`src/rtl/mbist_march_ctrl.sv`:
```
// March C- sequencer: steers the paired address counter and emits per-cycle memory op strobes.
// Outputs are decoded from the registered state and element, plus the counter wrap flag.
module mbist_march_ctrl #(
  parameter int unsigned length = 10
) (
  input  logic              clk,
  input  logic              rst,
  input  logic              start,
  input  logic              cout,
  output logic              ld,
  output logic              u_d,
  output logic              cen,
  output logic [length-1:0] d_in,
  output logic              mem_en,
  output logic              rwrbar,
  output logic              data_inv,
  output logic [2:0]        elem,
  output logic              busy,
  output logic              done
);

  localparam int unsigned ELEM_W    = 3;
  localparam logic [ELEM_W-1:0] LAST_ELEM  = ELEM_W'(5);
  localparam logic [ELEM_W-1:0] FIRST_DOWN = ELEM_W'(3);

  typedef enum logic [2:0] {
    S_IDLE,
    S_LOAD,
    S_OP0,
    S_OP1,
    S_DONE
  } state_t;

  state_t              state_q, state_d;
  logic [ELEM_W-1:0]   elem_q, elem_d;

  // Element table decode: direction, op count and strobes for each op slot
  logic dir_up;
  logic two_op;
  logic op0_rd;
  logic op0_inv;
  logic op1_inv;

  always_comb begin
    dir_up  = (elem_q < FIRST_DOWN);
    two_op  = 1'b0;
    op0_rd  = 1'b1;
    op0_inv = 1'b0;
    op1_inv = 1'b0;
    case (elem_q)
      3'd0: op0_rd = 1'b0;
      3'd1: begin two_op = 1'b1; op1_inv = 1'b1; end
      3'd2: begin two_op = 1'b1; op0_inv = 1'b1; end
      3'd3: begin two_op = 1'b1; op1_inv = 1'b1; end
      3'd4: begin two_op = 1'b1; op0_inv = 1'b1; end
      default: ;
    endcase
  end

  always_ff @(posedge clk) begin
    if (rst) begin
      state_q <= S_IDLE;
      elem_q  <= '0;
    end else begin
      state_q <= state_d;
      elem_q  <= elem_d;
    end
  end

  // Next state and strobes; cen only on the last op of an address so all ops share one q
  always_comb begin
    state_d  = state_q;
    elem_d   = elem_q;
    ld       = 1'b0;
    u_d      = 1'b0;
    cen      = 1'b0;
    d_in     = '0;
    mem_en   = 1'b0;
    rwrbar   = 1'b0;
    data_inv = 1'b0;
    busy     = 1'b0;
    done     = 1'b0;

    case (state_q)
      S_IDLE, S_DONE: begin
        done = (state_q == S_DONE);
        if (start) begin
          state_d = S_LOAD;
          elem_d  = '0;
        end
      end

      S_LOAD: begin
        busy    = 1'b1;
        ld      = 1'b1;
        cen     = 1'b1;
        u_d     = dir_up;
        d_in    = dir_up ? '0 : '1;
        state_d = S_OP0;
      end

      S_OP0: begin
        busy = 1'b1;
        u_d  = dir_up;
        if (cout) begin
          if (elem_q == LAST_ELEM) begin
            state_d = S_DONE;
          end else begin
            elem_d  = elem_q + ELEM_W'(1);
            state_d = S_LOAD;
          end
        end else begin
          mem_en   = 1'b1;
          rwrbar   = op0_rd;
          data_inv = op0_inv;
          if (two_op) begin
            state_d = S_OP1;
          end else begin
            cen = 1'b1;
          end
        end
      end

      // A wrap flag here cannot come from a correct counter; the second op always completes
      S_OP1: begin
        busy     = 1'b1;
        u_d      = dir_up;
        mem_en   = 1'b1;
        rwrbar   = 1'b0;
        data_inv = op1_inv;
        cen      = 1'b1;
        state_d  = S_OP0;
      end

      default: state_d = S_IDLE;
    endcase
  end

  assign elem = elem_q;

endmodule

```
`config.mk`:
```
export PLATFORM = sky130hd
export DESIGN_NAME = mbist_march_ctrl
export DESIGN_NICKNAME = d
export VERILOG_FILES = /design/src/rtl/mbist_march_ctrl.sv
export SDC_FILE = /design/constraint.sdc
export NUM_CORES = 1
export LEC_CHECK = 0
export ABC_AREA = 1
export CAP_MARGIN = 15
export CELL_PAD_IN_SITES_DETAIL_PLACEMENT = 1
export CELL_PAD_IN_SITES_GLOBAL_PLACEMENT = 2
export CORE_MARGIN = 4
export CORE_UTILIZATION = 21
export CTS_CLUSTER_SIZE = 40
export DETAILED_ROUTE_END_ITERATION = 16
export PLACE_DENSITY_LB_ADDON = 0.05
export SYNTH_ARGS = -nofsm -noshare
export SYNTH_HDL_FRONTEND = slang
export SYNTH_SLANG_ARGS = --single-unit
```
`constraint.sdc`:
```
create_clock -name clk -period 3.25 [get_ports clk]
set_input_delay 0.975 -clock clk [delete_from_list [all_inputs] [get_ports clk]]
set_output_delay 0.975 -clock clk [all_outputs]
set_load 0.05 [all_outputs]
```
==> flow_metrics.py, run 1 <==
metrics = {
    "outcome": {
        "status": "completed",
    },
    "drt": {
        "wirelength_mm": 1.60,
        "drc_errors": 0,
        "via_per_inst": 4.40,
        "ant_nets": 0,
        "wl_per_cell_um": 12.2,
        "num_vias": 576,
        "drt_first_pass_iters": 4,
        "drtIter0Drc": 20,
    },
    "flow_run": {
        "maxCapViolCount": 0,
    },
    "clocking": {
        "cts.clk_slew.worst_paths_ns": 0.05,
        "cts_hold_buffers": 0,
        "cts_tree": "yes",
        "cts.sinks": 6,
        "clk_latency_ns": 0.25,
        "clk_path_buf_depth": 2,
        "clock-root-buffer": "clkbuf_4",
        "cts-resized-gates": 0,
        "cts_made_buffers": 3,
        "htree_levels": 1,
        "postCtsSetupRepairBufs": 0,
    },
    "floorplan": {
        "fp.dieW_um": 59.2,
        "io_pins": 25,
        "coreArea_um2": 2500,
        "fp-row-count": 18,
        "die_area_um2": 3500,
        "initial_utilization": 0.220,
        "die_h_um": 59.2,
    },
    "setup_path": {
        "worstSetupStartpointType": "input port",
        "r2r_end": "state_q[0]",
        "crit_path_max_fanout": 4,
        "cp_slowest_cell": "clkdlybuf4s50_1",
        "crit_path_cell_trace": "clkdlybuf4s50_1 > nor2_4 > inv_2 > a21oi_1 > buf_12",
        "worst_r2r_path_depth": 7,
        "critPathKind": "in -> out",
        "timing.rr.start": "elem[1]",
        "crit_arrival_ns": 2.12,
        "crit_family": "buffers and inverters",
        "end_kind": "primary output",
        "cp.buffers_inverters": 3,
        "required_ns": 2.27,
        "worst-r2r-setup-slack_ns": 1.88,
        "timing.critical_path.slowest_cell_delay_ns": 0.47,
    },
    "final_layout": {
        "nNetsFinal": 112,
        "diodes": 0,
        "areaGrowthSynthToFinish_pct": 56.4,
        "drive_gt1_frac": 0.218,
        "stdcell_count": 131,
    },
    "global_routing": {
        "grt_max_degree": 11,
        "grtUsageTotal": 0.102,
        "grt_pass1_vias": 515,
        "antenna_found_initial": 0,
        "grt_pass1_wl_mm": 2.54,
        "grt_remaining_overflow": 0,
    },
    "sta": {
        "fmax_ghz": 0.323,
        "setup_violations": 0,
        "hold_violations": 0,
        "fin_crit_sh": 0.953,
        "slew_headroom": 0.658,
        "rsz0062_at_grt": "false",
        "tightest_slew_ns": 0.512,
        "skew_ns": 0.00161,
        "fin_crit_ns": 3.10,
        "slew_viol_final": 0,
        "finalSetupTns_ns": 0,
    },
    "logic_synthesis": {
        "synthTopCellsByCount": "nand2_1, buf_4, a21oi_1, nor2_1",
        "synth-edff-count": 0,
        "yosysSeqAreaShare": 0.218,
        "avgSynthCellArea_um2": 6.71,
        "yosysMostFrequentCell": "nand2_1",
        "yosys_warnings": 0,
        "synth_cell_types": 21,
        "synth_top_cell_by_area": "dfxtp_1",
        "ys_top_cells_by_area": "dfxtp_1, buf_4, nand2_1, ha_1, a21oi_1",
        "ys_async_sr_fraction": 0,
        "synth_top_area_share": 0.218,
        "netlist_area_um2": 551,
        "syn_nets": 91,
        "synth.ff_latch_count": 6,
        "synthCells": 82,
        "synth-main-ff-cell": "dfxtp_1",
    },
    "worst_hold_path": {
        "hold_depth": 2,
        "holdPathEnd": "state_q[2]",
        "min_from": "state_q[2]",
        "hold_path.class": "reg -> reg",
    },
    "power_and_ir_drop": {
        "p_leak_nw": 0.540,
        "power_density_nw_per_um2": 572,
        "peakVddDrop_uv": 248,
    },
    "placement": {
        "hpwl_mm": 1.35,
        "dp_cells": 128,
        "io_buffer_count": 24,
        "place.gp.congestion": 0.742,
    },
}
-- worst max path at each step --
stage / from / endpoint / cells past startpoint
after floorplan: elem[1] / d_in[1] / 3
after global placement: cout / rwrbar / 5
after detailed placement: cout / rwrbar / 5
after CTS: state_q[0] / d_in[7] / 3
after global routing: cout / rwrbar / 5
final: cout / rwrbar / 5
-- state kept, by name, indices dropped and copies added, names as in the netlist --
name and flops:
elem 3, state_q 3
-- power breakdown --
group          leakage (nW)  internal, mW  switching (mW)
sequential           0.0493        0.0857          0.0150
combinational         0.477         0.110           0.210
clock                0.0138        0.0420          0.0299
total                 0.540         0.237           0.255
-- worst register-to-register path, stage by stage (launching register included) --
cell and delay, ns:
dfxtp_1 0.42, inv_1 0.09, ha_1 0.22, a21o_1 0.21
nor2_1 0.08, nand2_1 0.09, nand3b_1 0.11, nor2_1 0.04
-- logic make-up (layout without fill, tap and decap cells) --
family / Yosys count / count (layout) / share of synthesized area
compound gates: 9 / 9 / 0.0864
fa+ha+maj: 5 / 5 / 0.114
buf+inv: 19 / 38 / 0.191
flops: 6 / 6 / 0.218
simple gates: 43 / 43 / 0.391
-- metal layers --
metal	GRT usage	up-vias	routed length, um
met5	0	-	0
met4	0.0777	0	46
met3	0.0196	5	91
met2	0.144	18	697
met1	0.134	261	759
li1	-	292	-
-- through the flow --
step / utilization / setup WS, ns / total power, mW / instance area [um2] / hold slack (ns)
2_1_floorplan: - / 0.172 / 0.326 / 556 / 0.498
3_3_place_gp: 0.325 / 0.183 / 0.427 / 813 / 0.531
3_5_place_dp: 0.325 / 0.150 / 0.427 / 813 / 0.523
4_1_cts: 0.334 / 0.0114 / 0.503 / 836 / 0.530
5_1_grt: 0.344 / 0.102 / 0.530 / 861 / 0.583
6_report: 0.344 / 0.153 / 0.492 / 861 / 0.530
-- cell type report --
cell class	instances	area, um2
clock buffer	3	22.5
fill	315	1640
inverter	10	37.5
multi-input combinational	57	330
sequential	6	120
tap	30	37.5
timing repair buffer	25	313
-- cell usage in the layout (no fill, tap or decap), types with 2 or more instances in the layout --
master / synthesis / final
clkdlybuf4s50_1: 0 / 10
dlymetal6s2s_1: 0 / 10
nand2_1: 17 / 17
dfxtp_1: 6 / 6
a21oi_1: 7 / 7
ha_1: 5 / 5
nand2_2: 2 / 2
inv_1: 4 / 4
nand3_1: 6 / 6
nor2_2: 2 / 2
clkbuf_4: 0 / 3
nor2_4: 2 / 2
nor2_1: 7 / 7
buf_12: 0 / 4
inv_2: 6 / 6
Note: power is estimated with default switching activity, not from simulation.
==> run 2: changes to the inputs <==
--- a/config.mk
+++ b/config.mk
@@ -11,6 +11,7 @@
 export CELL_PAD_IN_SITES_GLOBAL_PLACEMENT = 2
 export CORE_MARGIN = 4
 export CORE_UTILIZATION = 21
+export CTS_CLUSTER_DIAMETER = 30
 export CTS_CLUSTER_SIZE = 40
 export DETAILED_ROUTE_END_ITERATION = 16
 export PLACE_DENSITY_LB_ADDON = 0.05
==> results of run 2 <==
Same layout as run 1: the final DEF is identical, and so are final timing and power.
